`src/rtl/mem_arb_pkg.sv`:
```
// Shared types and defaults for the unified-memory port arbiter.
package mem_arb_pkg;

  typedef enum logic [1:0] {
    IDLE  = 2'd0,
    ISSUE = 2'd1,
    WAIT  = 2'd2,
    RESP  = 2'd3
  } state_e;

  typedef enum logic {
    OWN_IF = 1'b0,
    OWN_D  = 1'b1
  } owner_e;

  localparam int DEF_AW = 32;
  localparam int DEF_DW = 32;

endpackage

```
`src/rtl/mem_arb_pick.sv`:
```
// Winner selection between fetch and data, plus the fetch starvation counter.
module mem_arb_pick
  import mem_arb_pkg::*;
#(
  parameter int STARVE_MAX = 4
) (
  input  logic clk_i,
  input  logic reset_i,
  input  logic if_req_i,
  input  logic d_req_i,
  input  logic grant_taken_i,
  output logic win_if_o
);

  localparam int SW = $clog2(STARVE_MAX + 1);

  logic [SW-1:0] starve_q, starve_d;

  // Data wins by default; a starved fetch is forced through once.
  always_comb begin
    win_if_o = if_req_i && (!d_req_i || (starve_q == SW'(STARVE_MAX)));
  end

  always_comb begin
    starve_d = starve_q;
    if (grant_taken_i) begin
      if (win_if_o) begin
        starve_d = '0;
      end else if (if_req_i && (starve_q != SW'(STARVE_MAX))) begin
        starve_d = starve_q + 1'b1;
      end
    end
  end

  always_ff @(posedge clk_i) begin
    if (!reset_i) begin
      starve_q <= '0;
    end else begin
      starve_q <= starve_d;
    end
  end

endmodule

```
`src/rtl/mem_port_arbiter.sv`:
```
// Two-requester (fetch / data) arbiter in front of a single-ported memory.
// Optional counters: define MEM_PORT_ARBITER_PERF_EN.
module mem_port_arbiter
  import mem_arb_pkg::*;
#(
  parameter int AW         = DEF_AW,
  parameter int DW         = DEF_DW,
  parameter int MEM_LAT    = 1,
  parameter int STARVE_MAX = 4
) (
  input  logic          clk,
  input  logic          reset,
  input  logic          if_req,
  input  logic [AW-1:0] if_addr,
  output logic          if_gnt,
  output logic          if_rvalid,
  output logic [DW-1:0] if_rdata,
  input  logic          d_req,
  input  logic          d_we,
  input  logic [AW-1:0] d_addr,
  input  logic [DW-1:0] d_wdata,
  output logic          d_gnt,
  output logic          d_rvalid,
  output logic [DW-1:0] d_rdata,
  output logic          mem_en,
  output logic          mem_we,
  output logic [AW-1:0] mem_addr,
  output logic [DW-1:0] mem_wdata,
  input  logic [DW-1:0] mem_rdata,
  output logic          busy
`ifdef MEM_PORT_ARBITER_PERF_EN
  ,
  output logic [31:0]   perf_if_grants,
  output logic [31:0]   perf_d_grants,
  output logic [31:0]   perf_if_wait_cycles
`endif
);

  localparam int CW = $clog2(MEM_LAT + 1);

  state_e        state_q, state_d;
  logic [CW-1:0] wait_q, wait_d;
  owner_e        owner_q, owner_d;
  logic          we_q, we_d;
  logic          take, win_if;

  logic          mem_en_q, mem_en_d, mem_we_q, mem_we_d;
  logic [AW-1:0] mem_addr_q, mem_addr_d;
  logic [DW-1:0] mem_wdata_q, mem_wdata_d;
  logic          if_gnt_q, if_gnt_d, d_gnt_q, d_gnt_d;
  logic          if_rvalid_q, if_rvalid_d, d_rvalid_q, d_rvalid_d;
  logic [DW-1:0] if_rdata_q, if_rdata_d, d_rdata_q, d_rdata_d;
  logic          busy_q, busy_d;
  logic          resp_if, resp_d;

  assign take = (state_q == IDLE) && (if_req || d_req);

  mem_arb_pick #(
    .STARVE_MAX (STARVE_MAX)
  ) u_pick (
    .clk_i         (clk),
    .reset_i       (reset),
    .if_req_i      (if_req),
    .d_req_i       (d_req),
    .grant_taken_i (take),
    .win_if_o      (win_if)
  );

  always_ff @(posedge clk) begin
    if (!reset) begin
      state_q     <= IDLE;
      wait_q      <= '0;
      owner_q     <= OWN_IF;
      we_q        <= 1'b0;
      mem_en_q    <= 1'b0;
      mem_we_q    <= 1'b0;
      mem_addr_q  <= '0;
      mem_wdata_q <= '0;
      if_gnt_q    <= 1'b0;
      d_gnt_q     <= 1'b0;
      if_rvalid_q <= 1'b0;
      d_rvalid_q  <= 1'b0;
      if_rdata_q  <= '0;
      d_rdata_q   <= '0;
      busy_q      <= 1'b0;
    end else begin
      state_q     <= state_d;
      wait_q      <= wait_d;
      owner_q     <= owner_d;
      we_q        <= we_d;
      mem_en_q    <= mem_en_d;
      mem_we_q    <= mem_we_d;
      mem_addr_q  <= mem_addr_d;
      mem_wdata_q <= mem_wdata_d;
      if_gnt_q    <= if_gnt_d;
      d_gnt_q     <= d_gnt_d;
      if_rvalid_q <= if_rvalid_d;
      d_rvalid_q  <= d_rvalid_d;
      if_rdata_q  <= if_rdata_d;
      d_rdata_q   <= d_rdata_d;
      busy_q      <= busy_d;
    end
  end

  always_comb begin
    state_d = state_q;
    wait_d  = wait_q;
    case (state_q)
      IDLE:  if (if_req || d_req) state_d = ISSUE;
      ISSUE: begin
        wait_d  = '0;
        state_d = (MEM_LAT == 1) ? RESP : WAIT;
      end
      WAIT: begin
        if (int'(wait_q) == MEM_LAT - 2) state_d = RESP;
        else                             wait_d  = wait_q + 1'b1;
      end
      RESP:    state_d = IDLE;
      default: state_d = IDLE;
    endcase
  end

  // Output registers are loaded from the next state so they line up with it.
  always_comb begin
    owner_d     = owner_q;
    we_d        = we_q;
    mem_addr_d  = mem_addr_q;
    mem_wdata_d = mem_wdata_q;
    mem_en_d    = 1'b0;
    mem_we_d    = 1'b0;
    if_gnt_d    = 1'b0;
    d_gnt_d     = 1'b0;
    if_rvalid_d = 1'b0;
    d_rvalid_d  = 1'b0;
    if_rdata_d  = if_rdata_q;
    d_rdata_d   = d_rdata_q;
    busy_d      = (state_d != IDLE);
    if (take) begin
      owner_d     = win_if ? OWN_IF : OWN_D;
      we_d        = !win_if && d_we;
      mem_addr_d  = win_if ? if_addr : d_addr;
      mem_wdata_d = win_if ? '0 : d_wdata;
      mem_en_d    = 1'b1;
      mem_we_d    = !win_if && d_we;
      if_gnt_d    = win_if;
      d_gnt_d     = !win_if;
    end
    if ((state_q != RESP) && (state_d == RESP)) begin
      if_rvalid_d = (owner_q == OWN_IF);
      d_rvalid_d  = (owner_q == OWN_D);
    end
    if (resp_if) if_rdata_d = mem_rdata;
    if (resp_d)  d_rdata_d  = we_q ? '0 : mem_rdata;
  end

  // The memory's output register feeds the core directly in the response cycle.
  assign resp_if   = (state_q == RESP) && (owner_q == OWN_IF);
  assign resp_d    = (state_q == RESP) && (owner_q == OWN_D);
  assign if_rdata  = resp_if ? mem_rdata : if_rdata_q;
  assign d_rdata   = resp_d ? (we_q ? '0 : mem_rdata) : d_rdata_q;
  assign if_gnt    = if_gnt_q;
  assign d_gnt     = d_gnt_q;
  assign if_rvalid = if_rvalid_q;
  assign d_rvalid  = d_rvalid_q;
  assign mem_en    = mem_en_q;
  assign mem_we    = mem_we_q;
  assign mem_addr  = mem_addr_q;
  assign mem_wdata = mem_wdata_q;
  assign busy      = busy_q;

`ifdef MEM_PORT_ARBITER_PERF_EN
  logic [31:0] perf_ifg_q, perf_dg_q, perf_ifw_q;

  always_ff @(posedge clk) begin
    if (!reset) begin
      perf_ifg_q <= '0;
      perf_dg_q  <= '0;
      perf_ifw_q <= '0;
    end else begin
      perf_ifg_q <= perf_ifg_q + {31'd0, if_gnt_q};
      perf_dg_q  <= perf_dg_q + {31'd0, d_gnt_q};
      perf_ifw_q <= perf_ifw_q + {31'd0, (if_req && !if_gnt_q)};
    end
  end

  assign perf_if_grants      = perf_ifg_q;
  assign perf_d_grants       = perf_dg_q;
  assign perf_if_wait_cycles = perf_ifw_q;
`endif

endmodule
```
`config.mk`:
```
export PLATFORM = sky130hd
export DESIGN_NAME = mem_port_arbiter
export DESIGN_NICKNAME = d
export VERILOG_FILES = /design/src/rtl/mem_arb_pkg.sv /design/src/rtl/mem_arb_pick.sv /design/src/rtl/mem_port_arbiter.sv
export SDC_FILE = /design/constraint.sdc
export NUM_CORES = 1
export LEC_CHECK = 0
export ABC_CLOCK_PERIOD_IN_PS = 4900
export BUFFER_PORTS_ARGS = -buffer_cell sky130_fd_sc_hd__buf_4
export CAP_MARGIN = 20
export CORE_ASPECT_RATIO = 0.8
export CORE_MARGIN = 2
export CORE_UTILIZATION = 49
export DETAILED_ROUTE_END_ITERATION = 10
export PLACE_DENSITY = 0.94
export SLEW_MARGIN = 5
export SYNTH_ARGS = -nofsm -noshare
export SYNTH_HDL_FRONTEND = slang
export SYNTH_SLANG_ARGS = --single-unit
```
`constraint.sdc`:
```
create_clock -name clk -period 4.9 [get_ports clk]
set_input_delay 0.49 -clock clk [delete_from_list [all_inputs] [get_ports clk]]
set_output_delay 0.49 -clock clk [all_outputs]
set_load 0.005 [all_outputs]
```
== Yosys cells after proc, flatten, opt, wreduce, memory -nomap -nowiden ==
Cells that the tools add are included.
W data, S select, Z words.
Cells by class
  bitwise gates (word level): 1
  eq/ne operators: 7
  add/sub/neg operators: 1
  mux-type cells: 11
  reduce and logical (&&, ||, !) cells: 17
Operators with widths (count)
  $mux W32: 5
  $pmux W2 S4: 1
  $logic_and A1 B1 Y1: 7
  $eq A2 B2 Y1 const B: 3
  $mux W3: 2
  $reduce_and A2 Y1: 3
  $reduce_bool A2 Y1: 2
  $add A3 B1 Y3 const B: 1
  $eq A3 B3 Y1 const B: 1
  $ne A3 B3 Y1 const B: 1
  $eq A2 B1 Y1 const B: 1
  $logic_not A1 Y1: 2
  $logic_not A2 Y1: 1
  $logic_or A1 B1 Y1: 2
  $mux W1: 2
  $mux W2: 1
  $ne A2 B2 Y1 const B: 1
  $not A1 Y1: 1
Word-level totals
  bits of input ports: 133
  register bits: 142
  output and inout port bits: 135
  word-level logic and storage cells: 52

== Logic depth before layout (Yosys ltp) ==
  word-level depth: 6
  mapped depth: 8
  gate-level depth less buffers: 5

== Cells and area by module ==
Synthesis repeated with hierarchy kept, for this count alone.
Second synthesis, totals
  cells, all modules: 596
  area total of the unflattened synthesis: 6043.3 sq um
By module, submodules not included
  mem_port_arbiter: area an instance 5865.6 sq um, sequential area each 2782.7 sq um, instances 1, cells an instance 575
  mem_arb_pick: area an instance 177.7 sq um, sequential area each 60.1 sq um, instances 1, cells an instance 21

== Worst setup path before layout ==
Ideal clock, no wire load.
  kind: reg2out
  from: register state_q[0]
  to: output port if_rdata[11]
  slack: 2.999 ns
  data required time: 4.410 ns
  buffers on the path: 3
  cell stages (with the launch flop): 7
  arrival time: 1.411 ns
  path through: dfxtp_1 ha_1 clkbuf_1 nand2b_1 buf_2 buf_4 mux2_1
Between the ends
  cells in the longest elaborated chain, start to end: 3
RTL lines
  from (decl): line mem_port_arbiter.sv:41  | state_e state_q, state_d;
  from (signal assigned): line mem_port_arbiter.sv:87  | state_q <= state_d;
  $eq A2 B2 Y1: line mem_port_arbiter.sv:157  | assign resp_if = (state_q == RESP) && (owner_q == OWN_IF);
  $logic_and A1 B1 Y1: line mem_port_arbiter.sv:157
  $mux W32
  to (decl): line mem_port_arbiter.sv:17  | output logic [DW-1:0] if_rdata,
No other way between the ends.

== Final worst setup path ==
  from: register state_q[0]
  to: output port if_rdata[27]
Same word-level chain as after synthesis.

==> flow_metrics.py <==
metrics = {
    "grt": {
        "antenna_found_initial": 0,
        "grt_max_degree": 49,
        "grt_pass1_vias": 5307,
        "track_usage": 0.271,
        "grt_pass1_wl_mm": 26.0,
        "grt_overflow": 0,
    },
    "final_layout": {
        "nNetsFinal": 933,
        "drive_gt1_frac": 0.416,
        "fin_cells": 950,
        "area_growth_pct": 48.0,
        "n_antenna_cell": 0,
    },
    "worst_hold_path": {
        "hold_path_class": "in -> reg",
        "hp-start": "d_wdata[4]",
        "whs_path_depth": 2,
        "min_to": "mem_wdata[4]",
    },
    "sta": {
        "period_minus_slack_ps": 2780,
        "slew_headroom": 0.378,
        "rsz0062_at_grt": "no",
        "hold_violations": 0,
        "tns_ps": 0,
        "final_max_slew_viol_count": 0,
        "fmax_ghz": 0.360,
        "post-route-period-util": 0.567,
        "tightest_slew_ps": 930,
        "finalSetupViolations": 0,
        "finClkSkew_ps": 11.9,
    },
    "floorplan": {
        "initial_core_util": 0.503,
        "rows": 34,
        "dieHeight_um": 98.6,
        "coreArea_mm2": 0.0109,
        "die-area_mm2": 0.0121,
        "die_width_um": 122,
        "pin_count": 268,
    },
    "yosys": {
        "synth-seq-cells": 142,
        "ys_seq_area_frac": 0.519,
        "synth_cell_types": 30,
        "yosysWarnings": 0,
        "syn-num-nets": 690,
        "synth-async-reset-ratio": 0,
        "netlist_area_mm2": 0.00548,
        "syn_inst": 550,
        "ys.flop_type": "dfxtp_1",
        "avgSynthCellArea_um2": 9.97,
        "synth_edf_count": 0,
    },
    "power_and_ir_drop": {
        "fin_total_pwr_mw": 3.53,
        "pwr_density_cell_mw_per_mm2": 435,
        "vdd_drop_max_mv": 0.269,
        "p_leak_nw": 3.89,
    },
    "clocking": {
        "path_clk_slew_ps": 70,
        "clockBufferDepth": 2,
        "cts_root_buffer": "clkbuf_16",
        "post_cts_resized": 0,
        "h-tree-depth": 4,
        "cts_tree": "done",
        "hold_buffers": 0,
        "clock_latency_ps": 400,
        "numClockSinks": 142,
        "numCtsBuffers": 17,
        "cts_setup_buffers": 0,
    },
    "routing": {
        "drt-initial-drc-count": 300,
        "drt-vias-per-instance": 5.48,
        "dr.pass1.iters": 5,
        "wire_per_inst_um": 17.5,
        "route.vias.total": 5207,
        "route.detailed.drc": 0,
        "drtAntennaViolNets": 0,
        "wirelength_mm": 16.6,
    },
    "worst_setup_path": {
        "rr_worst_depth": 6,
        "critPathMaxFanout": 34,
        "worstReg2RegEnd": "mem_addr[17]",
        "r2r_start": "u_pick.starve_q[0]",
        "critical_path_arrival_ps": 2290,
        "r2r_slack_ps": 2350,
        "critPathLaunchType": "register",
        "cp-end-kind": "primary output",
        "crit_type": "reg -> out",
        "required_ps": 4410,
    },
    "run": {
        "maxCapViolCount": 0,
    },
    "placement": {
        "dp_hpwl_mm": 11.7,
        "io_buffers": 267,
        "gp_congestion": 0.834,
        "dp.cells": 916,
    },
    "status": {
        "outcome": "finished, final reports clean",
    },
}
## worst max-delay path by stage
stage,start,to,slack [ps],cells past startpoint
finish,state_q[0],if_rdata[27],2120,6
global route,state_q[0],if_rdata[17],2010,6
detailed placement,state_q[0],d_rdata[9],2240,6
CTS,state_q[0],d_rdata[22],1780,6
global placement,state_q[0],d_rdata[13],2280,6
floorplan,state_q[0],if_rdata[11],3000,6
## flip-flops by register name, summed over array words and instances (netlist names), 2 cells and up
register,flops
d_rdata_q,32
if_rdata_q,32
state_q,2
mem_addr,32
u_pick.starve_q,3
mem_wdata,32
## power breakdown
part	internal, mW	switching [mW]
registers	1.30	0.0814
logic	0.449	0.420
clock network	0.727	0.551
## per-stage QoR
step	util	cell area (um^2)	hold slack, ps	worst slack, ps
detailed placement	0.687	7480	447	2240
floorplan	-	5480	440	3000
finish	0.745	8110	294	2120
global route	0.745	8110	278	2010
global placement	0.687	7480	448	2280
CTS	0.741	8070	278	1780
## critical path: stages, from the launching register on
cell,delay [ps]
dfxtp_1,350
ha_1,200
buf_4,240
nand2b_1,110
buf_4,400
mux2_2,420
buf_4,140
## area by class of cell
class,count,area [um^2]
clock inverter,15,168
tap,144,180
timing repair buffer,275,2090
fill,750,2780
clock buffer,17,425
multi-input combinational,351,2380
sequential,142,2840
inverter,6,22.5
## kinds of logic after synthesis
| family | after synthesis | share of synthesized area |
|---|---|---|
| DFF | 142 | 0.519 |
| buffers and inverters | 57 | 0.0472 |
| AOI/OAI and AO/OA | 128 | 0.165 |
| xor gates and xnor gates | 2 | 0.00320 |
| muxes | 32 | 0.0657 |
| and+or+nand+nor | 182 | 0.184 |
| adders and majority gates | 7 | 0.0160 |
## synth_stat cells (all sizes together), types with 3 or more instances
cell type	n	area (um^2)
a21oi	58	290
a221o	9	90.1
a22o	33	289
a32oi	23	201
and2	37	231
and3	10	62.6
buf	25	139
clkbuf	26	97.6
dfxtp	142	2840
ha	7	87.6
inv	6	22.5
mux2	32	360
nand2	69	259
nand3	25	125
nand4b	32	280
nor2	5	18.8
o21ai	3	15.0
## routing by layer
metal | part of all wire | GRT usage
met1 | 0.38 | 0.306
met2 | 0.52 | 0.480
met3 | 0.075 | 0.0775
met4 | 0.028 | 0.108
met5 | 0 | 0
## placed cells by master, fill, tap and decap left out, types with 2 or more instances in the layout
cell type,count
a22o_1,33
a32oi_1,23
o21ai_0,2
nor2_1,5
and2_1,37
and3_1,10
a221o_1,9
clkbuf_16,17
dfxtp_1,142
inv_8,3
inv_1,5
buf_4,273
inv_6,6
nand3_1,25
nand2_1,69
mux2_1,9
clkinv_4,4
a21oi_1,58
mux2_2,23
nand4b_1,32
ha_1,7
(Power assumes the default switching activity.)
